## config.mk

```make
export PLATFORM = sky130hd
export DESIGN_NAME = sym_serializer
export DESIGN_NICKNAME = d
export VERILOG_FILES = /design/src/rtl/sym_serializer.sv
export SDC_FILE = /design/constraint.sdc
export NUM_CORES = 1
export LEC_CHECK = 0
export CORE_MARGIN = 3
export CORE_UTILIZATION = 35
export DETAILED_ROUTE_END_ITERATION = 6
export SLEW_MARGIN = 10
export SYNTH_ARGS = -nofsm -noshare
export SYNTH_HDL_FRONTEND = slang
export SYNTH_SLANG_ARGS = --single-unit
```

## constraint.sdc

```tcl
create_clock -name clk -period 4.9 [get_ports clk]
set_clock_uncertainty 0.2 [all_clocks]
set_input_delay 0.735 -clock clk [delete_from_list [all_inputs] [get_ports clk]]
set_output_delay 0.735 -clock clk [all_outputs]
set_load 0.02 [all_outputs]
```

## src/rtl/sym_serializer.sv

```systemverilog
// Parallel-to-serial line stage: one-entry valid/ready hold buffer feeding an LSB-first
// shifter, with a comma preamble after enable and comma idles when no symbol is buffered.
module sym_serializer #(
   parameter int                 SYM_W     = 10,
   parameter int                 SYNC_SYMS = 4,
   parameter logic [SYM_W-1:0]   COMMA     = 10'b0011111010
) (
   input  logic             clk,
   input  logic             rst,
   input  logic             enb,
   input  logic [SYM_W-1:0] data_in,
   input  logic             data_valid,
   output logic             data_ready,
   output logic             ser_out,
   output logic             sym_start,
   output logic             sync_done
);

   localparam int CNT_W = $clog2(SYM_W);
   localparam int SC_W  = $clog2(SYNC_SYMS + 1);
   localparam logic [CNT_W-1:0] LAST_BIT = CNT_W'(SYM_W - 1);
   localparam logic [SC_W-1:0]  SYNC_LIM = SC_W'(SYNC_SYMS);

   typedef enum logic [1:0] {OFF, SYNC, DATA} state_t;

   state_t             state, state_n;
   logic [CNT_W-1:0]   bit_cnt, bit_cnt_n;
   logic [SC_W-1:0]    sync_cnt, sync_cnt_n;
   logic [SYM_W-1:0]   shreg, shreg_n;
   logic [SYM_W-1:0]   hold, hold_n;
   logic               hold_full, hold_full_n;
   logic               ser_n, start_n, sync_done_n;
   logic [SYM_W-1:0]   sym;
   logic               load;

   // Handshake: a symbol transfers at any posedge where data_valid && data_ready.
   // data_ready depends only on registers, never on data_valid.
   assign data_ready = (state != OFF) && !hold_full;

   always_ff @(posedge clk or posedge rst) begin
      if (rst) begin
         state     <= OFF;
         bit_cnt   <= '0;
         sync_cnt  <= '0;
         shreg     <= '0;
         hold      <= '0;
         hold_full <= 1'b0;
         ser_out   <= 1'b0;
         sym_start <= 1'b0;
         sync_done <= 1'b0;
      end else begin
         state     <= state_n;
         bit_cnt   <= bit_cnt_n;
         sync_cnt  <= sync_cnt_n;
         shreg     <= shreg_n;
         hold      <= hold_n;
         hold_full <= hold_full_n;
         ser_out   <= ser_n;
         sym_start <= start_n;
         sync_done <= sync_done_n;
      end
   end

   always_comb begin
      state_n     = state;
      bit_cnt_n   = bit_cnt;
      sync_cnt_n  = sync_cnt;
      shreg_n     = shreg;
      hold_n      = hold;
      hold_full_n = hold_full;
      ser_n       = ser_out;
      start_n     = sym_start;
      sym         = COMMA;
      load        = 1'b0;

      if (data_valid && data_ready) begin
         hold_n      = data_in;
         hold_full_n = 1'b1;
      end

      unique case (state)
         OFF: begin
            if (enb) begin
               state_n    = SYNC;
               sync_cnt_n = SC_W'(1);
               load       = 1'b1;
            end
         end
         default: begin
            if (!enb) begin
               // Disable wins over everything, including a same-cycle handshake.
               state_n     = OFF;
               bit_cnt_n   = '0;
               sync_cnt_n  = '0;
               hold_full_n = 1'b0;
               ser_n       = 1'b0;
               start_n     = 1'b0;
            end else if (bit_cnt == LAST_BIT) begin
               load = 1'b1;
               if (state == SYNC && sync_cnt < SYNC_LIM) begin
                  sync_cnt_n = sync_cnt + 1'b1;
               end else begin
                  state_n = DATA;
                  if (hold_full) begin
                     sym         = hold;
                     hold_full_n = 1'b0;
                  end
               end
            end else begin
               bit_cnt_n = bit_cnt + 1'b1;
               ser_n     = shreg[0];
               shreg_n   = {1'b0, shreg[SYM_W-1:1]};
               start_n   = 1'b0;
            end
         end
      endcase

      if (load) begin
         bit_cnt_n = '0;
         ser_n     = sym[0];
         shreg_n   = sym >> 1;
         start_n   = 1'b1;
      end

      sync_done_n = (state_n == DATA);
   end

endmodule
```

==> results.tsv <==
stage	metric	value	unit
global_route	initial antenna violation count	0	
job	Max-cap violations	0	
layout	ANT cells	0	
global_route	first-pass GRT wire length	5110	um
sta	PnR worst setup slack	2.05	ns
synthesis	Cells after Synth	130	
synthesis	syn avg cell area	11.5	sq um
synthesis	number of synthesized flops with an enable pin	0	
hold_path	hold path cells	2	
power_and_ir_drop	VDD IR max	181	uV
route	vias per inst	5.40	
route	DR top layer	met4	
synthesis	Mapped Area	1490	sq um
clock_tree	clk buf depth	2	
setup_path	Worst R2R End	shreg[2]	
sta	relative slew slack	43.5	%
die	initial core utilization	36.8	%
place	GP Congestion	0.751	
layout	final instance area	1790	sq um
setup_path	WS Path Type	in -> reg	
synthesis	post-synthesis register bit count	32	
global_route	vias in the first global route	1142	
sta	Hold Fails Final Rpt	0	
route	wl on met1	1340	um
clock_tree	Clk Latency, worst-skew pair	0.28	ns
sta	Final Setup Violations	0	
synthesis	Synth top area share	53.6	%
route	WL per Instance	14.5	um
layout	Util after Layout	44.2	%
hold_path	Hold EP	shreg[1]	
clock_tree	PostCTS Resize Cnt	0	
synthesis	syn_nets	147	
hold_path	HP Start	shreg[1]	
hold_path	Hold Path Class	reg -> reg	
setup_path	reg-to-reg slack, setup	2.79	ns
route	met2 WL	1380	um
clock_tree	CTS sink count	32	
place	dpl ws	1.78	ns
sta	fin crit share	58.2	%
synthesis	yosys warns	0	
setup_path	CP endpoint kind	flop	
route	DRC	0	
power_and_ir_drop	PwrDens	342	nW/um^2
setup_path	CP arrival	2.81	ns
sta	max frequency	351	MHz
power_and_ir_drop	Tot Pwr	613	uW
synthesis	Distinct cells, synth	38	
synthesis	synth top area cells	dfrtp_1 (54%), mux2_2 (7.5%), o221a_2 (4.5%), or3_1 (2.9%), ha_1 (2.5%)	
clock_tree	H-Tree Depth	2	
layout	flip-flop and latch area	801	sq um
die	Die Ht	71.3	um
clock_tree	CTS buffer count	5	
clock_tree	CTS tree	built	
clock_tree	hold_buf cts	0	
layout	Fillers	381	
place	Area after DPL	1700	sq um
route	vias	1080	
setup_path	largest stage delay on the critical path	1.02	ns
setup_path	CP Launch Type	primary input	
status	status	finished, final reports clean	
sta	post-route minimum period	2.85	ns
route	Iteration-0 DRC Markers	73	
clock_tree	CTS clk-pin slew, worst paths	0.06	ns
setup_path	R2R cell count	5	
synthesis	Synth area leader	dfrtp_1	
die	Die ar.	5080	sq um
die	Core ar.	4060	sq um
sta	RSZ-0062 raised after global routing	no	
setup_path	worst-path fanout max	26	
setup_path	r2r startpoint	bit_cnt[1]	
sta	Final TNS setup	0	ns
die	io pins	18	
synthesis	Post-synth top flop	dfrtp_1	
sta	Final Max Slew Viols	0	
die	FP Rows	23	
sta	Worst-Margin Slew	0.844	ns
route	met3 wire len	138	um
layout	layout cell share with drive strength beyond 1	18.7	%
setup_path	Cell Chain, Critical Path	clkdlybuf4s50_1 -> o21ai_0 -> or3_1 -> o221a_2	
synthesis	sequential share of the synthesized area	53.6	%
global_route	gr ovfl total	0	
die	die width	71.3	um
route	1st-pass router iterations	4	
clock_tree	clock root buffer	clkbuf_8	
layout	Multi-input gate area	627	sq um
place	dpl hpwl	2030	um
place	PortBufs	17	
power_and_ir_drop	leak pwr	0.769	nW
synthesis	Async S/R FF share, synth	100	%
route	WL final	2900	um
clock_tree	post-CTS setup buffers	0	
global_route	largest net degree at the start of global routing	33	
setup_path	WP data required	4.86	ns
route	DRT antenna net count	0	
layout	final layout net count	166	
global_route	Tot GR Track Use	12.9	%
setup_path	Worst path slowest cell	clkdlybuf4s50_1	
layout	Layout area overhead	20.0	%
cells by family after synthesis:
logic type | after synthesis | share of synthesized area (%)
AND/OR/NAND/NOR | 38 | 15.3
flip-flops | 32 | 53.6
AO/OA/AOI/OAI | 31 | 16.1
buffers and inverters | 15 | 4.36
multiplexers | 10 | 7.54
adder cells (fa/ha/maj) | 3 | 2.51
XOR/XNOR | 1 | 0.587
per-stage QoR:
| stage | hold WS [ns] | instances |
|---|---|---|
| after floorplan | 0.249 | 130 |
| after global placement | 0.264 | 192 |
| after detailed placement | 0.268 | 192 |
| after CTS | 0.282 | 200 |
| after global routing | 0.339 | 200 |
| final | 0.280 | 200 |
final cells by class:
type	count	area share, %
Clock buffer	8	5.03
Inverter	9	1.89
Multi-Input combinational cell	83	35.0
Sequential cell	32	44.7
Tap cell	50	3.49
Timing Repair Buffer	18	9.92
worst max-delay path by stage:
stage / start / end / slack (ns) / cells after the start
final: enb / shreg[5] / 2.05 / 4
after global routing: enb / bit_cnt[2] / 1.89 / 4
after CTS: enb / shreg[5] / 2.06 / 4
after detailed placement: enb / shreg[5] / 1.78 / 4
after global placement: enb / shreg[0] / 1.88 / 4
after floorplan: enb / ser_out / 3.10 / 4
critical path: cells and delay by family:
family | cells | cell delay (ns)
compound gates | 2 | 0.61
buf+inv | 1 | 1.02
simple gates | 1 | 0.44
state kept, by name, indices dropped and copies added (netlist names):
signal	cells
hold_full	1
sync_cnt	3
shreg	9
state	2
sync_done	1
hold	10
sym_start	1
ser_out	1
bit_cnt	4
metal layers:
layer | track usage [%] | vias to the layer above
li1 | - | 521
met1 | 15.4 | 527
met2 | 21.1 | 25
met3 | 4.63 | 7
met4 | 5.22 | 0
met5 | 0 | -
cells in the final DEF, fill, tap and decap left out, types with 5 or more instances in the layout:
cell type | synthesis | final
clkbuf_8 | 0 | 6
nand2_1 | 9 | 9
o221a_2 | 6 | 6
a21oi_1 | 5 | 5
mux2_2 | 10 | 10
nand3_1 | 5 | 5
inv_1 | 9 | 9
dfrtp_1 | 32 | 32
or3_1 | 7 | 7
clkdlybuf4s50_1 | 0 | 17
synth_stat cells, types with 3 or more instances:
| library cell | count |
|---|---|
| dfrtp_1 | 32 |
| mux2_2 | 10 |
| inv_1 | 9 |
| nand2_1 | 9 |
| or3_1 | 7 |
| o221a_2 | 6 |
| a21oi_1 | 5 |
| nand3_1 | 5 |
| clkbuf_1 | 4 |
| o21ai_0 | 4 |
| ha_1 | 3 |
| nor2_1 | 3 |
| o221ai_1 | 3 |
| o22ai_1 | 3 |
where the power goes:
part	switching, mW	internal, mW	leakage (nW)	total, mW
clock	0.0871	0.114	0.0455	0.201
combinational	0.0335	0.0500	0.337	0.0835
sequential	0.0256	0.303	0.387	0.328
(Power assumes the default switching activity.)
